**src/rtl/control_unit_pkg.sv**
```systemverilog
// control_unit_pkg: shared states, opcodes, function selects and control bundle
package control_unit_pkg;
  typedef enum logic [2:0] {IDLE, CLEAR, FETCH_L, FETCH_H, DECODE, EXEC, HALT} state_t;
  typedef enum logic [1:0] {FS_DEC, FS_INC, FS_LOAD, FS_CLEAR} funsel_t;
  localparam logic [3:0] OP_BZ  = 4'hD;
  localparam logic [3:0] OP_LDI = 4'hE;
  localparam logic [3:0] OP_HLT = 4'hF;
  typedef struct packed {
    logic       memRd;
    logic       irE;
    logic       irLH;
    funsel_t    irFunSel;
    logic       pcE;
    funsel_t    pcFunSel;
    logic [3:0] rfRegSel;
    funsel_t    rfFunSel;
    logic [1:0] rfO1Sel;
    logic [1:0] rfO2Sel;
    logic [3:0] aluFunSel;
    logic       muxSel;
    logic       busy;
    logic       halt;
  } ctrl_t;
  function automatic logic isAluOp(input logic [3:0] op);
    return op <= 4'hC;
  endfunction
endpackage

```
**src/rtl/control_unit_if.sv**
```systemverilog
// control_unit_if: controller-to-datapath bundle
interface control_unit_if;
  logic        Start;
  logic [15:0] IRout;
  logic [3:0]  Zcno;
  logic        Mem_RD;
  logic        IR_E;
  logic        IR_LH;
  logic [1:0]  IR_FunSel;
  logic        PC_E;
  logic [1:0]  PC_FunSel;
  logic [3:0]  RF_RegSel;
  logic [1:0]  RF_FunSel;
  logic [1:0]  RF_O1Sel;
  logic [1:0]  RF_O2Sel;
  logic [3:0]  ALU_FunSel;
  logic        MuxSel;
  logic        Busy;
  logic        Halt;
  modport master (
    output Start, IRout, Zcno,
    input  Mem_RD, IR_E, IR_LH, IR_FunSel, PC_E, PC_FunSel, RF_RegSel, RF_FunSel,
           RF_O1Sel, RF_O2Sel, ALU_FunSel, MuxSel, Busy, Halt
  );
  modport slave (
    input  Start, IRout, Zcno,
    output Mem_RD, IR_E, IR_LH, IR_FunSel, PC_E, PC_FunSel, RF_RegSel, RF_FunSel,
           RF_O1Sel, RF_O2Sel, ALU_FunSel, MuxSel, Busy, Halt
  );
endinterface

```
**src/rtl/control_unit_decoder.sv**
```systemverilog
// ctrl_decoder: Moore decode of state plus IR fields into datapath controls
module ctrl_decoder
  import control_unit_pkg::*;
(
  input  state_t      state,
  input  logic [15:6] irHi,
  input  logic        zFlag,
  output ctrl_t       ctrl
);
  logic [3:0] opcode;
  logic [3:0] dstSel;
  logic fetch, exec, aluExec, rfWrite, bzTaken;
  assign opcode  = irHi[15:12];
  assign dstSel  = ~(4'b1000 >> irHi[11:10]);
  assign fetch   = state == FETCH_L || state == FETCH_H;
  assign exec    = state == EXEC;
  assign aluExec = exec && isAluOp(opcode);
  assign rfWrite = aluExec || (exec && opcode == OP_LDI);
  assign bzTaken = exec && opcode == OP_BZ && zFlag;
  // Every field starts at its idle default; each state only overrides what it drives
  always_comb begin
    ctrl = '0;
    ctrl.memRd = fetch;
    ctrl.irE = fetch || state == CLEAR;
    ctrl.irLH = state == FETCH_H;
    ctrl.irFunSel = state == CLEAR ? FS_CLEAR : fetch ? FS_LOAD : FS_DEC;
    ctrl.pcE = fetch || state == CLEAR || bzTaken;
    ctrl.pcFunSel = state == CLEAR ? FS_CLEAR : fetch ? FS_INC : bzTaken ? FS_LOAD : FS_DEC;
    ctrl.rfRegSel = rfWrite ? dstSel : 4'b1111;
    ctrl.rfFunSel = rfWrite ? FS_LOAD : FS_DEC;
    ctrl.rfO1Sel = aluExec ? irHi[9:8] : 2'b00;
    ctrl.rfO2Sel = aluExec ? irHi[7:6] : 2'b00;
    ctrl.aluFunSel = aluExec ? opcode : 4'h0;
    ctrl.muxSel = exec && opcode == OP_LDI;
    ctrl.busy = state != IDLE && state != HALT;
    ctrl.halt = state == HALT;
  end
endmodule

```
**src/rtl/control_unit.sv**
```systemverilog
// control_unit: fetch/decode/execute sequencer with latched zero flag
module control_unit
  import control_unit_pkg::*;
(
  input logic Clk,
  input logic Rst,
  control_unit_if.slave bus
);
  state_t state, nextState;
  logic zFlag;
  ctrl_t ctrl;
  // State register; reset lands in IDLE immediately so outputs default without a clock
  always_ff @(posedge Clk or posedge Rst)
    if (Rst) state <= IDLE;
    else state <= nextState;
  // Sequencing: IDLE waits for Start, instructions loop FETCH_L..EXEC, HLT parks in HALT
  always_comb begin
    nextState = state;
    case (state)
      IDLE:    nextState = bus.Start ? CLEAR : IDLE;
      CLEAR:   nextState = FETCH_L;
      FETCH_L: nextState = FETCH_H;
      FETCH_H: nextState = DECODE;
      DECODE:  nextState = bus.IRout[15:12] == OP_HLT ? HALT : EXEC;
      EXEC:    nextState = FETCH_L;
      default: nextState = state;
    endcase
  end
  // Zero flag captured from the ALU only by ALU-class instructions
  always_ff @(posedge Clk or posedge Rst)
    if (Rst) zFlag <= 1'b0;
    else if (state == CLEAR) zFlag <= 1'b0;
    else if (state == EXEC && isAluOp(bus.IRout[15:12])) zFlag <= bus.Zcno[3];
  ctrl_decoder decoder (
    .state(state),
    .irHi(bus.IRout[15:6]),
    .zFlag(zFlag),
    .ctrl(ctrl)
  );
  assign bus.Mem_RD     = ctrl.memRd;
  assign bus.IR_E       = ctrl.irE;
  assign bus.IR_LH      = ctrl.irLH;
  assign bus.IR_FunSel  = ctrl.irFunSel;
  assign bus.PC_E       = ctrl.pcE;
  assign bus.PC_FunSel  = ctrl.pcFunSel;
  assign bus.RF_RegSel  = ctrl.rfRegSel;
  assign bus.RF_FunSel  = ctrl.rfFunSel;
  assign bus.RF_O1Sel   = ctrl.rfO1Sel;
  assign bus.RF_O2Sel   = ctrl.rfO2Sel;
  assign bus.ALU_FunSel = ctrl.aluFunSel;
  assign bus.MuxSel     = ctrl.muxSel;
  assign bus.Busy       = ctrl.busy;
  assign bus.Halt       = ctrl.halt;
endmodule

```
**src/flat_wrapper.sv**
```systemverilog
// flat-port wrapper written by rule: the top's interface ports become plain ports
module control_unit_flat import control_unit_pkg::*;
  (Clk, Rst, bus_Start, bus_IRout, bus_Zcno, bus_Mem_RD, bus_IR_E, bus_IR_LH, bus_IR_FunSel, bus_PC_E, bus_PC_FunSel, bus_RF_RegSel, bus_RF_FunSel, bus_RF_O1Sel, bus_RF_O2Sel, bus_ALU_FunSel, bus_MuxSel, bus_Busy, bus_Halt);
  control_unit_if bus_i ();
  input logic Clk;
  input logic Rst;
  input wire logic [$bits(bus_i.Start)-1:0] bus_Start;
  input wire logic [$bits(bus_i.IRout)-1:0] bus_IRout;
  input wire logic [$bits(bus_i.Zcno)-1:0] bus_Zcno;
  output wire logic [$bits(bus_i.Mem_RD)-1:0] bus_Mem_RD;
  output wire logic [$bits(bus_i.IR_E)-1:0] bus_IR_E;
  output wire logic [$bits(bus_i.IR_LH)-1:0] bus_IR_LH;
  output wire logic [$bits(bus_i.IR_FunSel)-1:0] bus_IR_FunSel;
  output wire logic [$bits(bus_i.PC_E)-1:0] bus_PC_E;
  output wire logic [$bits(bus_i.PC_FunSel)-1:0] bus_PC_FunSel;
  output wire logic [$bits(bus_i.RF_RegSel)-1:0] bus_RF_RegSel;
  output wire logic [$bits(bus_i.RF_FunSel)-1:0] bus_RF_FunSel;
  output wire logic [$bits(bus_i.RF_O1Sel)-1:0] bus_RF_O1Sel;
  output wire logic [$bits(bus_i.RF_O2Sel)-1:0] bus_RF_O2Sel;
  output wire logic [$bits(bus_i.ALU_FunSel)-1:0] bus_ALU_FunSel;
  output wire logic [$bits(bus_i.MuxSel)-1:0] bus_MuxSel;
  output wire logic [$bits(bus_i.Busy)-1:0] bus_Busy;
  output wire logic [$bits(bus_i.Halt)-1:0] bus_Halt;
  assign bus_i.Start = bus_Start;
  assign bus_i.IRout = bus_IRout;
  assign bus_i.Zcno = bus_Zcno;
  assign bus_Mem_RD = bus_i.Mem_RD;
  assign bus_IR_E = bus_i.IR_E;
  assign bus_IR_LH = bus_i.IR_LH;
  assign bus_IR_FunSel = bus_i.IR_FunSel;
  assign bus_PC_E = bus_i.PC_E;
  assign bus_PC_FunSel = bus_i.PC_FunSel;
  assign bus_RF_RegSel = bus_i.RF_RegSel;
  assign bus_RF_FunSel = bus_i.RF_FunSel;
  assign bus_RF_O1Sel = bus_i.RF_O1Sel;
  assign bus_RF_O2Sel = bus_i.RF_O2Sel;
  assign bus_ALU_FunSel = bus_i.ALU_FunSel;
  assign bus_MuxSel = bus_i.MuxSel;
  assign bus_Busy = bus_i.Busy;
  assign bus_Halt = bus_i.Halt;
  control_unit u_core (.Clk(Clk), .Rst(Rst), .bus(bus_i));
endmodule
```
**config.mk**
```make
export PLATFORM = sky130hd
export DESIGN_NAME = control_unit_flat
export DESIGN_NICKNAME = d
export VERILOG_FILES = /design/src/rtl/control_unit_pkg.sv /design/src/rtl/control_unit_if.sv /design/src/rtl/control_unit_decoder.sv /design/src/rtl/control_unit.sv /design/src/flat_wrapper.sv
export SDC_FILE = /design/constraint.sdc
export NUM_CORES = 1
export LEC_CHECK = 0
export CAP_MARGIN = 20
export CORE_MARGIN = 1.5
export CORE_UTILIZATION = 27
export DETAILED_ROUTE_END_ITERATION = 10
export PLACE_DENSITY = 0.78
export RECOVER_POWER = 100
export REMOVE_ABC_BUFFERS = 1
export SYNTH_ARGS = -nofsm -noshare
export SYNTH_HDL_FRONTEND = slang
export SYNTH_SLANG_ARGS = --single-unit
```
**constraint.sdc**
```tcl
create_clock -name Clk -period 1.6 [get_ports Clk]
set_input_delay 0.24 -clock Clk [delete_from_list [all_inputs] [get_ports Clk]]
set_output_delay 0.24 -clock Clk [all_outputs]
set_load 0.005 [all_outputs]
```
# After elaboration in Yosys (flattened, before gate mapping)
# Cells that the tools add are included.
# classes
n_lt_le_gt_ge	1
eq_ne	10
shift	1
mux	15
bitwise_logic	1
n_reduce_logical	14
# op_table
cell	count
$mux 2	9
$pmux 3 s5	1
$eq 4x4->1 const B	3
$eq 3x3->1 const B	3
$mux 4	2
$eq 3x2->1 const B	2
$logic_and 1x1->1	5
$reduce_bool 5->1	1
$le 4x4->1 const B	1
$logic_or 1x1->1	4
$not 4->4	1
$shr 4x2->4 const A	1
$eq 3x1->1 const B	1
$logic_not 3->1	1
$mux 1	3
$ne 3x3->1 const B	1
$reduce_bool 3->1	1
$reduce_bool 2->1	1
$reduce_or 2->1	1
# word_totals
register_bits	4
in_bits	23
output_inout_bits	25
word_cells	44

# Depth between registers and ports, before layout
# logic_depth
word_depth	6
depth_mapped	4

# Cells and area by module
# A second synthesis with hierarchy kept.
# unflattened
hier_cells	61
area_unflattened_um2	495.5
# by_module_without_submodules
module	n_inst	cells_per_inst	area_per_inst_um2
ctrl_decoder	1	39	287.8
control_unit	1	22	207.7

# Worst setup path after synthesis
# No wires, ideal clock.
# synth_path
kind	register to output
startpoint	reg u_core.state[1]
endpoint	out bus_RF_RegSel[3]
arrival_time_ns	1.149
t_required_ns	1.360
setup_slack_ns	0.211
stages_incl_launch_ff	4
path_cell_list	dfrtp_1 -> buf_4 -> nand3b_4 -> or4_1
# synth_between
elab_chain_len	4
elab_cells_between_ends	5
cone_classes	eq/ne: 1; mux: 1; reduce/logical: 3
# synth_rtl
item	line_no	text
start: declaration	control_unit.sv:9	state_t state, nextState;
start signal: assignment	control_unit.sv:15	else state <= nextState;
$eq 3x3->1 *	control_unit_decoder.sv:16	assign exec = state == EXEC;
$logic_and 1x1->1 (on tied branches)	control_unit_decoder.sv:17, control_unit_decoder.sv:18	
$logic_or 1x1->1 *	control_unit_decoder.sv:18	assign rfWrite = aluExec || (exec && opcode == OP_LDI);
$mux 4 *	control_unit_decoder.sv:29	ctrl.rfRegSel = rfWrite ? dstSel : 4'b1111;
end: declaration	flat_wrapper.sv:16	output wire logic [$bits(bus_i.RF_RegSel)-1:0] bus_RF_RegSel;
# Every way passes the cells marked *; elsewhere a longest branch is shown, timed or not.

# Final worst setup path
# layout_path
startpoint	reg u_core.state[2]
endpoint	out bus_ALU_FunSel[1]
# layout_between
elab_chain_len	3
# layout_rtl
item	line_no	text
$eq 3x3->1	control_unit_decoder.sv:16	
$logic_and 1x1->1	control_unit_decoder.sv:17	assign aluExec = exec && isAluOp(opcode);
$mux 4	control_unit_decoder.sv:33	ctrl.aluFunSel = aluExec ? opcode : 4'h0;
end: declaration	flat_wrapper.sv:20	output wire logic [$bits(bus_i.ALU_FunSel)-1:0] bus_ALU_FunSel;
# No other way between the ends.

==> flow_summary.toml <==
[setup_path]
path_common_cell = "buf_6"
crit_arrival_ns = 1.48
worstPathMaxFanout = 5
r2r_setup_slack_ns = 0.09
slowest_delay_ns = 0.41
slowest_stage = "dfrtp_1"
r2r_start = "u_core.state[2]"
critPathKind = "reg2out"
end_kind = "output pin"
rr_endpoint = "u_core.zFlag"
start_kind = "flop"
cp_cell_sequence = "buf_6, nand3b_4, buf_6, a31oi_4, and2_1, buf_2"
rr_worst_depth = 8
required_ns = 1.36

[timing]
fin_ws_ns = -0.124
min_period_over_period_pct = 108
finalMaxSlewViolations = 0
setup_viol_count_final = 12
max_freq_mhz = 580
grt_setup_unrepaired = "yes"
tns_ns = -0.912
finalHoldViolations = 0
holdWs_ns = 0.325
fin_crit_ns = 1.72
finClkSkew_ns = 0.00166

[logic_synthesis]
synth-xor-area-share_pct = 1.97
synth_area_leader_cell = "dfrtp_1"
yosys.area_share.simple_pct = 46.2
synth_adder_area_share_pct = 0
synthCells = 56
synth.distinct_cells = 26
synth_area_sq_um = 444
synth.area.mux_share_pct = 2.25
synth_compound_area_share_pct = 12.7
avgSynthCellArea_sq_um = 7.93
ys_warn_count = 0
synth.area.top_cells = "dfrtp_1 23%, and2_1 13%, buf_4 10%"
yosysSeqAreaShare_pct = 22.5
yosysTopAreaCellShare_pct = 22.5
synth_top_family_by_area = "simple AND/OR/NAND/NOR gates"
synth-seq-cells = 4

[floorplan]
io_pins = 48
num_rows = 14
core-area_sq_um = 1520
start_util_pct = 29.1
die_area_sq_um = 1900
fp.dieH_um = 43.6
dieWidth_um = 43.6

[detailed_routing]
drt_pre_antenna_iters = 4
num_vias = 652
routed_wirelength_um = 2010
vias_per_cell = 4.83
wl_per_cell_um = 14.9
drt-initial-drc-count = 6
drc = 0
ant_nets = 0

[global_routing]
antenna_found_initial = 0
grt-ovfl-total = 0
grt_max_degree = 9
grt.total_usage_pct = 19.8
grt_pass1_vias = 620
grt_pass1_wl_um = 2780

[clock_network]
clk_pin_slew_ns = 0.04
numCtsBuffers = 3
clk_path_buf_depth = 2
cts_hold_buffers = 0
clkSinkCount = 4
root_buffer = "clkbuf_4"
cts_tree = "built"
clk_latency_ns = 0.23
h-tree-depth = 1

[place]
place.port_buffers = 37
place_congestion = 0.761
post-dp-hpwl_um = 1070
dp_cells = 117

[run_status]
failed_checks = "negative setup slack"
outcome = "complete, but fails checks"

[final_layout]
layout_common_cells = "19 x buf_4, 12 x buf_6, 9 x buf_2, 8 x clkdlybuf4s50_1, 7 x dlygate4sd2_1"
area_growth_pct = 140
seq_area_sq_um = 100
layout_commonest_cell = "buf_4"
drive_gt1_share_pct = 56.3
diodes = 0
multi_input_area_sq_um = 368
stdcell_count = 135
fin_nets = 144
fill_cells = 107

[power]
power.density_nw_per_um2 = 1380
peakVddDrop_mv = 0.730
p_leak_uw = 0.000563

[worst_hold_path]
hp-class = "in2async"

[flow_run]
maxCapViolCount = 0
[flip-flops by register name, summed over array words and instances (netlist names)]
signal / count
u_core.state: 3
u_core.zFlag: 1
[cells in the mapped netlist]
cell type	instances
and2_1	9
mux2i_1	1
a31oi_4	1
nand4_1	1
or3b_2	1
and3_1	1
a22oi_1	1
nand3_1	1
nand3b_4	1
nand3b_1	2
or2_2	1
or3_1	1
nand2_1	3
or4_1	1
xnor2_1	1
o21ai_0	4
inv_1	4
a21boi_0	1
dfrtp_1	4
nand4bb_1	1
nor2_1	6
buf_4	6
nor3b_1	1
nand4b_1	1
nor2b_1	1
conb_1	1
[metrics by stage]
stage	utilization [%]	power [uW]	setup WS (ns)	instance area, sq um
floorplan	-	532	0.246	399
global placement	58.7	1090	-0.525	895
detailed placement	58.7	1110	-0.568	895
CTS	65.1	1320	-0.213	992
global route	69.9	1570	-0.170	1060
finish	69.9	1470	-0.124	1060
[worst max-delay path: cells and delay by family, from the launching register on]
kind                   cells  cell delay (ns)
DFF                        1             0.41
AOI/OAI and AO/OA          1             0.17
buffers and inverters      3             0.39
and+or+nand+nor            2             0.27
[timing repair]
item | CTS | global route
pin swaps | 10 | 12
endpoints found under the setup margin | 24 | 22
setup buffers | 9 | 5
endpoints found under the hold margin | 0 | 0
gates resized for setup | 77 | 30
cloned | 1 | 0
[cells by family after synthesis]
family                 count (synthesis)
AO/OA/AOI/OAI                          7
AND/OR/NAND/NOR                       32
multiplexers                           1
flip-flops                             4
other                                  1
XOR/XNOR                               1
buffers and inverters                 10
[worst max path at each step]
stage                             end  depth (start not counted)             from  slack, ns
CTS                  bus_RF_RegSel[3]                          4  u_core.state[2]      -0.21
global route        bus_ALU_FunSel[1]                          6  u_core.state[2]      -0.17
global placement    bus_ALU_FunSel[2]                          5    bus_IRout[13]      -0.53
detailed placement    bus_RF_O2Sel[0]                          5    bus_IRout[13]      -0.57
floorplan            bus_RF_RegSel[3]                          2  u_core.state[1]       0.25
finish              bus_ALU_FunSel[1]                          6  u_core.state[2]      -0.12
[metal layers]
layer / share of wire, % / global-route usage, % / wire [um] / vias up
met5: 0 / 0 / 0 / -
met4: 0.80 / 11.5 / 16 / 0
met2: 56 / 35.6 / 1120 / 18
li1: - / - / - / 313
met3: 3.6 / 2.92 / 73 / 2
met1: 40 / 21.7 / 801 / 319
[where the power goes]
group | internal [uW] | switching (uW) | total [uW] | leakage [uW]
clock | 83.7 | 38.4 | 122 | 0.0000138
combinational | 673 | 475 | 1150 | 0.000500
sequential | 151 | 51.4 | 203 | 0.0000490
total | 908 | 565 | 1470 | 0.000563
[final cells by class]
cell class	count	area share [%]
Clock buffer	3	2.12
Inverter	4	1.41
Multi-Input combinational cell	43	34.5
Sequential cell	4	9.40
Tap cell	16	1.88
Timing Repair Buffer	65	50.6
Power figures use the tool's default switching activity.
